**config.mk**
```make
export PLATFORM = sky130hd
export DESIGN_NAME = edge_event_scheduler
export DESIGN_NICKNAME = d
export VERILOG_FILES = /design/src/rtl/edge_sched_pkg.sv /design/src/rtl/edge_sched_chan.sv /design/src/rtl/edge_event_scheduler.sv
export SDC_FILE = /design/constraint.sdc
export NUM_CORES = 1
export LEC_CHECK = 0
export ABC_CLOCK_PERIOD_IN_PS = 4200
export CAP_MARGIN = 5
export CORE_MARGIN = 10
export CORE_UTILIZATION = 40
export DETAILED_ROUTE_END_ITERATION = 10
export DONT_BUFFER_PORTS = 1
export SETUP_SLACK_MARGIN = 0.1
export SKIP_LAST_GASP = 1
export SLEW_MARGIN = 25
export SYNTH_ARGS = -nofsm -noshare
export SYNTH_HDL_FRONTEND = slang
export SYNTH_HIERARCHICAL = 1
export SYNTH_SLANG_ARGS = --single-unit
```
**constraint.sdc**
```tcl
create_clock -name clk -period 4.2 [get_ports clk]
set_input_delay 0.63 -clock clk [delete_from_list [all_inputs] [get_ports clk]]
set_output_delay 0.63 -clock clk [all_outputs]
set_load 0.005 [all_outputs]
```
**src/rtl/edge_sched_pkg.sv**
```systemverilog
// Shared constants and event-record layout for the edge event scheduler.
package edge_sched_pkg;

    localparam logic [1:0] MODE_OFF  = 2'b00;
    localparam logic [1:0] MODE_RISE = 2'b01;
    localparam logic [1:0] MODE_FALL = 2'b10;
    localparam logic [1:0] MODE_BOTH = 2'b11;

    // Event record, MSB to LSB: {ch, rise, ts}
    function automatic int unsigned evt_w(input int unsigned num_ch, input int unsigned ts_w);
        return $clog2(num_ch) + 1 + ts_w;
    endfunction

    function automatic int unsigned evt_rise_pos(input int unsigned ts_w);
        return ts_w;
    endfunction

endpackage

```
**src/rtl/edge_sched_chan.sv**
```systemverilog
// One capture channel: synchroniser, edge detect, pending-event latch and overflow flag.
module edge_sched_chan
    import edge_sched_pkg::*;
#(
    parameter int unsigned TS_W = 16
) (
    input  logic            clk,
    input  logic            rst,
    input  logic            sig,
    input  logic [1:0]      mode,
    input  logic            armed,
    input  logic            grant,
    input  logic            ovf_clr,
    input  logic [TS_W-1:0] ts_now,
    output logic            pend,
    output logic            rise,
    output logic [TS_W-1:0] ts,
    output logic            ovf
);
    logic s0, s1, s2, prev;
    logic is_rise, is_fall, hit, ovf_set;

    always_ff @(posedge clk) begin
        if (rst) begin
            s0   <= 1'b0;
            s1   <= 1'b0;
            s2   <= 1'b0;
            prev <= 1'b0;
        end else begin
            s0   <= sig;
            s1   <= s0;
            s2   <= s1;
            prev <= s2;
        end
    end

    assign is_rise = s2 & ~prev;
    assign is_fall = ~s2 & prev;

    always_comb begin
        hit = 1'b0;
        if (armed) begin
            case (mode)
                MODE_RISE: hit = is_rise;
                MODE_FALL: hit = is_fall;
                MODE_BOTH: hit = is_rise | is_fall;
                default:   hit = 1'b0;
            endcase
        end
    end

    // A grant in the same cycle frees the slot, so the new edge is not an overflow.
    assign ovf_set = hit & pend & ~grant;

    always_ff @(posedge clk) begin
        if (rst) begin
            pend <= 1'b0;
            rise <= 1'b0;
            ts   <= '0;
        end else if (mode == MODE_OFF) begin
            pend <= 1'b0;
        end else if (hit && (!pend || grant)) begin
            pend <= 1'b1;
            rise <= is_rise;
            ts   <= ts_now;
        end else if (grant) begin
            pend <= 1'b0;
        end
    end

    always_ff @(posedge clk) begin
        if (rst)
            ovf <= 1'b0;
        else if (ovf_set)
            ovf <= 1'b1;
        else if (ovf_clr)
            ovf <= 1'b0;
    end

endmodule

```
**src/rtl/edge_event_scheduler.sv**
```systemverilog
// Multi-channel edge capture with round-robin arbitration into a first-word-fall-through event FIFO.
module edge_event_scheduler
    import edge_sched_pkg::*;
#(
    parameter int unsigned NUM_CH     = 4,
    parameter int unsigned TS_W       = 16,
    parameter int unsigned FIFO_DEPTH = 8
) (
    input  logic                      clk,
    input  logic                      rst,
    input  logic [NUM_CH-1:0]         sig_in,
    input  logic [2*NUM_CH-1:0]       cfg_mode,
    output logic                      evt_valid,
    input  logic                      evt_ready,
    output logic [$clog2(NUM_CH)-1:0] evt_ch,
    output logic                      evt_rise,
    output logic [TS_W-1:0]           evt_ts,
    output logic [NUM_CH-1:0]         ovf,
    input  logic [NUM_CH-1:0]         ovf_clr
);
    localparam int unsigned CH_W = $clog2(NUM_CH);
    localparam int unsigned AW   = $clog2(FIFO_DEPTH);
    localparam int unsigned CW   = AW + 1;
    localparam int unsigned EW   = evt_w(NUM_CH, TS_W);
    localparam int unsigned RP   = evt_rise_pos(TS_W);
    localparam logic [CH_W-1:0] LAST_CH  = CH_W'(NUM_CH - 1);
    localparam logic [CW-1:0]   FULL_CNT = CW'(FIFO_DEPTH);

    logic [1:0]        arm_cnt;
    logic              armed;
    logic [TS_W-1:0]   ts_cnt;
    logic [NUM_CH-1:0] pend, rise_q, req, grant;
    logic [TS_W-1:0]   ts_q [NUM_CH];
    logic [CH_W-1:0]   rr_ptr, gnt_idx;
    logic              gnt_vld, gnt_fire;
    logic [EW-1:0]     mem [FIFO_DEPTH];
    logic [EW-1:0]     head, wdata;
    logic [AW-1:0]     wr_ptr, rd_ptr;
    logic [CW-1:0]     count;
    logic              full, pop;

    // Detection stays off for four cycles after reset release.
    always_ff @(posedge clk) begin
        if (rst) begin
            arm_cnt <= 2'd0;
            armed   <= 1'b0;
        end else if (!armed) begin
            if (arm_cnt == 2'd3)
                armed <= 1'b1;
            else
                arm_cnt <= arm_cnt + 2'd1;
        end
    end

    always_ff @(posedge clk) begin
        if (rst)
            ts_cnt <= '0;
        else
            ts_cnt <= ts_cnt + TS_W'(1);
    end

    for (genvar g = 0; g < NUM_CH; g++) begin : g_chan
        edge_sched_chan #(.TS_W(TS_W)) u_chan (
            .clk     (clk),
            .rst     (rst),
            .sig     (sig_in[g]),
            .mode    (cfg_mode[2*g +: 2]),
            .armed   (armed),
            .grant   (grant[g]),
            .ovf_clr (ovf_clr[g]),
            .ts_now  (ts_cnt),
            .pend    (pend[g]),
            .rise    (rise_q[g]),
            .ts      (ts_q[g]),
            .ovf     (ovf[g])
        );
        assign req[g] = pend[g] & (cfg_mode[2*g +: 2] != MODE_OFF);
    end

    always_comb begin
        int unsigned j;
        j       = 0;
        gnt_vld = 1'b0;
        gnt_idx = '0;
        for (int unsigned i = 0; i < NUM_CH; i++) begin
            j = (32'(rr_ptr) + i) % NUM_CH;
            if (!gnt_vld && req[CH_W'(j)]) begin
                gnt_vld = 1'b1;
                gnt_idx = CH_W'(j);
            end
        end
    end

    assign full     = (count == FULL_CNT);
    assign pop      = evt_valid & evt_ready;
    assign gnt_fire = gnt_vld & (~full | pop);

    always_comb begin
        grant = '0;
        if (gnt_fire)
            grant[gnt_idx] = 1'b1;
    end

    always_ff @(posedge clk) begin
        if (rst)
            rr_ptr <= '0;
        else if (gnt_fire)
            rr_ptr <= (gnt_idx == LAST_CH) ? '0 : gnt_idx + CH_W'(1);
    end

    assign wdata = {gnt_idx, rise_q[gnt_idx], ts_q[gnt_idx]};

    always_ff @(posedge clk) begin
        if (gnt_fire)
            mem[wr_ptr] <= wdata;
    end

    always_ff @(posedge clk) begin
        if (rst) begin
            wr_ptr <= '0;
            rd_ptr <= '0;
            count  <= '0;
        end else begin
            if (gnt_fire)
                wr_ptr <= wr_ptr + AW'(1);
            if (pop)
                rd_ptr <= rd_ptr + AW'(1);
            case ({gnt_fire, pop})
                2'b10:   count <= count + CW'(1);
                2'b01:   count <= count - CW'(1);
                default: count <= count;
            endcase
        end
    end

    assign evt_valid = (count != '0);
    assign head      = mem[rd_ptr];
    assign evt_ch    = evt_valid ? head[EW-1 -: CH_W] : '0;
    assign evt_rise  = evt_valid & head[RP];
    assign evt_ts    = evt_valid ? head[TS_W-1:0] : '0;

endmodule

```
Word-level counts from Yosys, hierarchy flattened
Memories as Yosys holds them, arrays and structs flattened. A register that Yosys moved wholly into a read port is not among the register bits.
Cells that the tools add are included.
{ "word_totals": {"word_cells": 226, "register_bits": 123, "memories": 1, "ramBits": 152, "input_bits": 19} }
{ "mem_list": {"columns": ["memory", "words", "width", "rd", "rd_ports_with_merged_regs", "wr", "line", "text"], "rows": [
  ["mem", 8, 19, 1, 1, 1, "edge_event_scheduler.sv:36", "logic [EW-1:0] mem [FIFO_DEPTH];"]
]} }
{ "classes": {"n_lt_le_gt_ge": 7, "n_reduce_logical": 46, "muxes": 58, "add_sub_neg": 10, "n_eq_ne": 17, "n_bitwise": 48} }
{ "op_table": {"columns": ["cell", "count"], "rows": [
  ["2-to-1 mux 16 bit", 3],
  ["2-to-1 mux 1 bit", 34],
  ["binary-select mux 16 bit (select 2 bit)", 1],
  ["nonzero test 2 bit", 13],
  ["AND 1 bit", 23],
  ["equality test 2 bit, second input constant", 11],
  ["inverter 1 bit", 19],
  ["adder 16 x 1 -> 16 bit, second input constant", 1],
  ["< comparator 2 x 3 -> 1 bit, second input constant", 5],
  ["2-to-1 mux 2 bit", 6],
  ["one-hot mux 1 bit (3 select lines)", 4],
  ["binary-select mux 1 bit (select 2 bit)", 5],
  ["equality test 2 x 1 -> 1 bit, second input constant", 5],
  ["AND reduction 2 bit", 5],
  ["logical AND 1 bit", 8],
  ["logical NOT 2 bit", 4],
  ["one-hot mux 4 bit (2 select lines)", 1],
  ["OR reduction 2 bit", 4],
  ["logical NOT 1 bit", 7],
  ["adder 2 x 1 -> 2 bit, second input constant", 3],
  ["adder 3 x 1 -> 3 bit, second input constant", 2],
  ["2-to-1 mux 3 bit", 2],
  ["OR 1 bit", 5],
  ["adder 2 bit, second input constant", 2],
  ["other kinds (10)", 13]
]} }

Longest topological paths before layout
{ "logic_depth": {"word_depth": 22, "depth_mapped": 13, "mapped_depth_nobuf": 11} }

Modules after synthesis
The synthesis kept the hierarchy.
{ "by_module_without_submodules": {"columns": ["mod", "cells_per_inst", "area_per_inst_um2", "instances"], "rows": [
  ["edge_event_scheduler", 527, 7917.6, 1],
  ["edge_sched_chan", 101, 1032.2, 4]
]} }

Worst setup path after synthesis
No wires, ideal clock.
{ "synth_path": {"path_type": "in2reg", "start": "input port cfg_mode[7]", "end": "memory mem[2][0] (netlist bit), enable pin", "path_buffers": 1, "stages": 6, "t_arrival_ns": 3.353, "setup_slack_ns": 0.396, "setup_ns": 0.451, "path_cell_list": "o21ai_1 -> nand4_1 -> and2_1 -> buf_2 -> inv_2 -> nor4b_1"} }
{ "synth_between": {"elab_chain_cells": 17} }
{ "synth_lines": {"columns": ["item", "line", "text"], "rows": [
  ["from (decl)", "edge_event_scheduler.sv:12", "input logic [2*NUM_CH-1:0] cfg_mode,"],
  ["nonzero test 2 bit (*)", "edge_event_scheduler.sv:77", "assign req[g] = pend[g] & (cfg_mode[2*g +: 2] != MODE_OFF);"],
  ["AND 1 bit (*)", "edge_event_scheduler.sv:77", null],
  ["binary-select mux 1 bit (select 2 bit)", "edge_event_scheduler.sv:87", "if (!gnt_vld && req[CH_W'(j)]) begin"],
  ["2-to-1 mux 1 bit (not written as such)", "edge_event_scheduler.sv:87", null],
  ["2-to-1 mux 1 bit", "edge_event_scheduler.sv:87", null],
  ["logical NOT 1 bit", "edge_event_scheduler.sv:87", null],
  ["logical AND 1 bit", "edge_event_scheduler.sv:87", null],
  ["2-to-1 mux 1 bit", "edge_event_scheduler.sv:87", null],
  ["logical NOT 1 bit", "edge_event_scheduler.sv:87", null],
  ["logical AND 1 bit", "edge_event_scheduler.sv:87", null],
  ["2-to-1 mux 1 bit", "edge_event_scheduler.sv:87", null],
  ["logical NOT 1 bit", "edge_event_scheduler.sv:87", null],
  ["logical AND 1 bit", "edge_event_scheduler.sv:87", null],
  ["2-to-1 mux 1 bit (*)", "edge_event_scheduler.sv:87", null],
  ["AND 1 bit (*)", "edge_event_scheduler.sv:96", "assign gnt_fire = gnt_vld & (~full | pop);"],
  ["2-to-1 mux 1 bit (*)", "edge_event_scheduler.sv:114", "if (gnt_fire)"],
  ["2-to-1 mux 1 bit (not written as such) (*)", "edge_event_scheduler.sv:115", "mem[wr_ptr] <= wdata;"],
  ["to (decl)", "edge_event_scheduler.sv:36", null]
]} }
Mark *: on every way between the ends. The rest lies on a longest branch, timed or not. The select of a mux whose other input is x is not followed.

==> impl_metrics.env <==
export IMPL_status="finished, final reports clean"
export IMPL_met1Wirelength_um=11100
export IMPL_placed_cell_area_um2=12400
export IMPL_port_buffers=0
export IMPL_drt_pass1_iterations=5
export IMPL_cts_buffers=30
export IMPL_fin_area_um2=13400
export IMPL_clock_skew_ns=0.0189
export IMPL_postCtsHoldBufs=0
export IMPL_synth_avg_cell_area_um2=12.9
export IMPL_syn_inst=931
export IMPL_antenna_found_initial=0
export IMPL_clock_latency_ns=0.55
export IMPL_rsz0062_at_grt="false"
export IMPL_hold_path_class="primary input to register"
export IMPL_hold_viol=0
export IMPL_vias=6949
export IMPL_maxCapViolCount=0
export IMPL_start_kind="register"
export IMPL_synth_async_reset_ratio_pct=0
export IMPL_clock_fmax_ghz=0.318
export IMPL_area_growth_pct=11.5
export IMPL_seq_area_frac_synth_pct=58.8
export IMPL_critPathKind="register to primary output"
export IMPL_initial_utilization_pct=40.5
export IMPL_period_needed_ns=3.15
export IMPL_finalNetCount=969
export IMPL_drv_slew=0
export IMPL_die_h_um=194
export IMPL_synth_seq_cells=278
export IMPL_ctsResizeCount=0
export IMPL_syn_area_um2=12000
export IMPL_grt_usage_pct=12.6
export IMPL_worstPathCellList="buf_12 > mux4_2 > mux2i_1 > nor2_1"
export IMPL_yosysTopAreaCellShare_pct=37.9
export IMPL_cts_tree="built"
export IMPL_cts_setup_buffers=0
export IMPL_synth_most_common_cell="edfxtp_1"
export IMPL_dpl_hpwl_um=14400
export IMPL_setup_viol=0
export IMPL_cp_num_buf_inv=1
export IMPL_critPathMaxFanout=23
export IMPL_wl_met3_um=1030
export IMPL_worstMarginPinSlew_ns=0.948
export IMPL_drt_iter0_markers=464
export IMPL_grt_overflow=0
export IMPL_p_leak_nw=4.05
export IMPL_synth_edf_count=152
export IMPL_synth_area_top_cells="edfxtp_1 38%, dfxtp_1 21%, mux2i_1 7.4%, nand2b_1 7.3%, mux4_2 7.1%"
export IMPL_die_area_um2=37500
export IMPL_tns_ns=0
export IMPL_rows=63
export IMPL_slew_headroom_pct=36.7
export IMPL_synth_common_cells="152 x edfxtp_1, 141 x nand2b_1, 126 x dfxtp_1, 89 x mux2i_1, 77 x nand2_1"
export IMPL_yosysWarnings=6
export IMPL_fillers=2655
export IMPL_max_vdd_ir_drop_uv=310
export IMPL_drc_errors=0
export IMPL_worstSetupEndpointType="primary output"
export IMPL_critPathMaxStageDelay_ns=0.73
export IMPL_wirelength_um=24000
export IMPL_ys_dominant_reg_cell="edfxtp_1"
export IMPL_htree_levels=1
export IMPL_critPathArrivalTime_ns=2.52
export IMPL_grt_first_pass_wirelength_um=38800
export IMPL_ant_nets=0
export IMPL_worstPathRequired_ns=3.57
export IMPL_grt_max_degree=197
export IMPL_slowest_stage="dfxtp_2"
export IMPL_wl_met2_um=11300
export IMPL_n_antenna_cell=0
export IMPL_clkSinkCount=278
export IMPL_yosysTopAreaCell="edfxtp_1"
export IMPL_grt_pass1_vias=6913
export IMPL_timing_final_crit_share_pct=74.9
export IMPL_routabilityCongestion=0.742
export IMPL_cts_root_buf="clkbuf_16"
export IMPL_via_per_inst=5.17
export IMPL_synth_distinct_cells=48
export IMPL_cts_clk_slew_worst_paths_ns=0.06
export IMPL_io_pin_count=43
export IMPL_die_w_um=194
export IMPL_synth_fp_nets=969
export IMPL_top_layer="met4"
export IMPL_cp_top_family="multiplexers"
export IMPL_p_per_area_nw_per_um2=439
export IMPL_wl_per_cell_um=17.8
export IMPL_clk_path_buf_depth=3
export IMPL_core_um2=29700
export IMPL_drive_above_1_share_pct=13.3
## cells by family (layout without fill, tap and decap cells)
kind of cell,count (synthesis),count (layout),synth area share [%]
flops,278,278,58.8
compound gates,88,88,5.13
buf+inv,68,92,3.44
xor+xnor,20,20,1.45
fa+ha+maj,19,19,1.97
mux,127,127,14.5
simple gates,331,331,14.7
## power by group
| group | internal [mW] | switching, mW | total, mW |
|---|---|---|---|
| combinational | 0.161 | 0.177 | 0.338 |
| sequential | 2.89 | 0.0421 | 2.93 |
| clock | 1.58 | 1.04 | 2.62 |
| total | 4.64 | 1.26 | 5.89 |
## per-layer routing
layer | vias to the layer above | track usage [%]
met3 | 38 | 2.33
li1 | 3338 | -
met5 | - | 0
met1 | 3442 | 16.7
met2 | 131 | 20.6
met4 | 0 | 3.29
## worst reg2reg max path: cells and delay by family (launching register included)
family,cells,cell delay [ns]
adder cells (fa/ha/maj),1,0.22
flip-flops,1,0.38
AO/OA/AOI/OAI,3,0.77
multiplexers,1,0.25
buffers and inverters,3,0.83
AND/OR/NAND/NOR,3,0.44
## final timing paths
kind | to | slack [ns] | cells after the start | startpoint
worst max-delay path | evt_ch[0] | 1.05 | 4 | register
worst max register to register | g_chan[0].u_chan/ts[5]$_SDFFE_PP0P_ | 1.23 | 11 | rr_ptr[1]$_SDFFE_PP0P_
worst min-delay path | ts_cnt[7]$_SDFF_PP0_ | 0.18 | 1 | rst
worst min register to register | g_chan[1].u_chan/s2$_SDFF_PP0_ | 0.43 | 1 | g_chan[1].u_chan/s1$_SDFF_PP0_
## registers in the layout, indices dropped and copies added, names as in the netlist, named ones only
signal and cells:
mem 152, g_chan.u_chan/s0 4, g_chan.u_chan/pend 4, ts_cnt 16, g_chan.u_chan/ovf 4, rd_ptr 3, g_chan.u_chan/prev 4, g_chan.u_chan/s2 4
armed 1, count 4, g_chan.u_chan/ts 64, g_chan.u_chan/rise 4, rr_ptr 2, arm_cnt 2, g_chan.u_chan/s1 4, wr_ptr 3
## through the flow
stage | total power [mW] | cells | setup WS (ns) | hold WS (ns) | util (%)
3_5_place_dp | 3.34 | 1289 | 0.875 | 0.428 | 41.8
6_report | 5.89 | 1345 | 1.05 | 0.183 | 45.2
4_1_cts | 5.98 | 1345 | 0.951 | 0.152 | 45.2
2_1_floorplan | 3.28 | 931 | 0.396 | 0.414 | -
5_1_grt | 6.12 | 1345 | 0.818 | 0.156 | 45.2
3_3_place_gp | 3.33 | 1289 | 0.962 | 0.416 | 41.8
## cell usage in the layout (no fill, tap or decap), types with 14 or more instances in the layout
cell type  instances
clkbuf_16         30
a32oi_1           17
nand2_1           77
nand2b_1         141
buf_4             19
ha_1              19
dfxtp_1          125
nor2_1            53
nor2b_1           15
a21oi_1           31
edfxtp_1         152
mux4_2            38
mux2i_1           89
inv_1             14
## final cells by class
cell class | count | area (um^2) | area share, %
Clock inverter | 15 | 161 | 1.20
Multi-Input combinational cell | 585 | 4620 | 34.4
Sequential cell | 278 | 7090 | 52.8
Inverter | 16 | 62.6 | 0.466
Clock buffer | 41 | 842 | 6.27
Tap cell | 390 | 488 | 3.63
Timing Repair Buffer | 20 | 163 | 1.21
No activity file was read; power rests on OpenSTA's default activity.
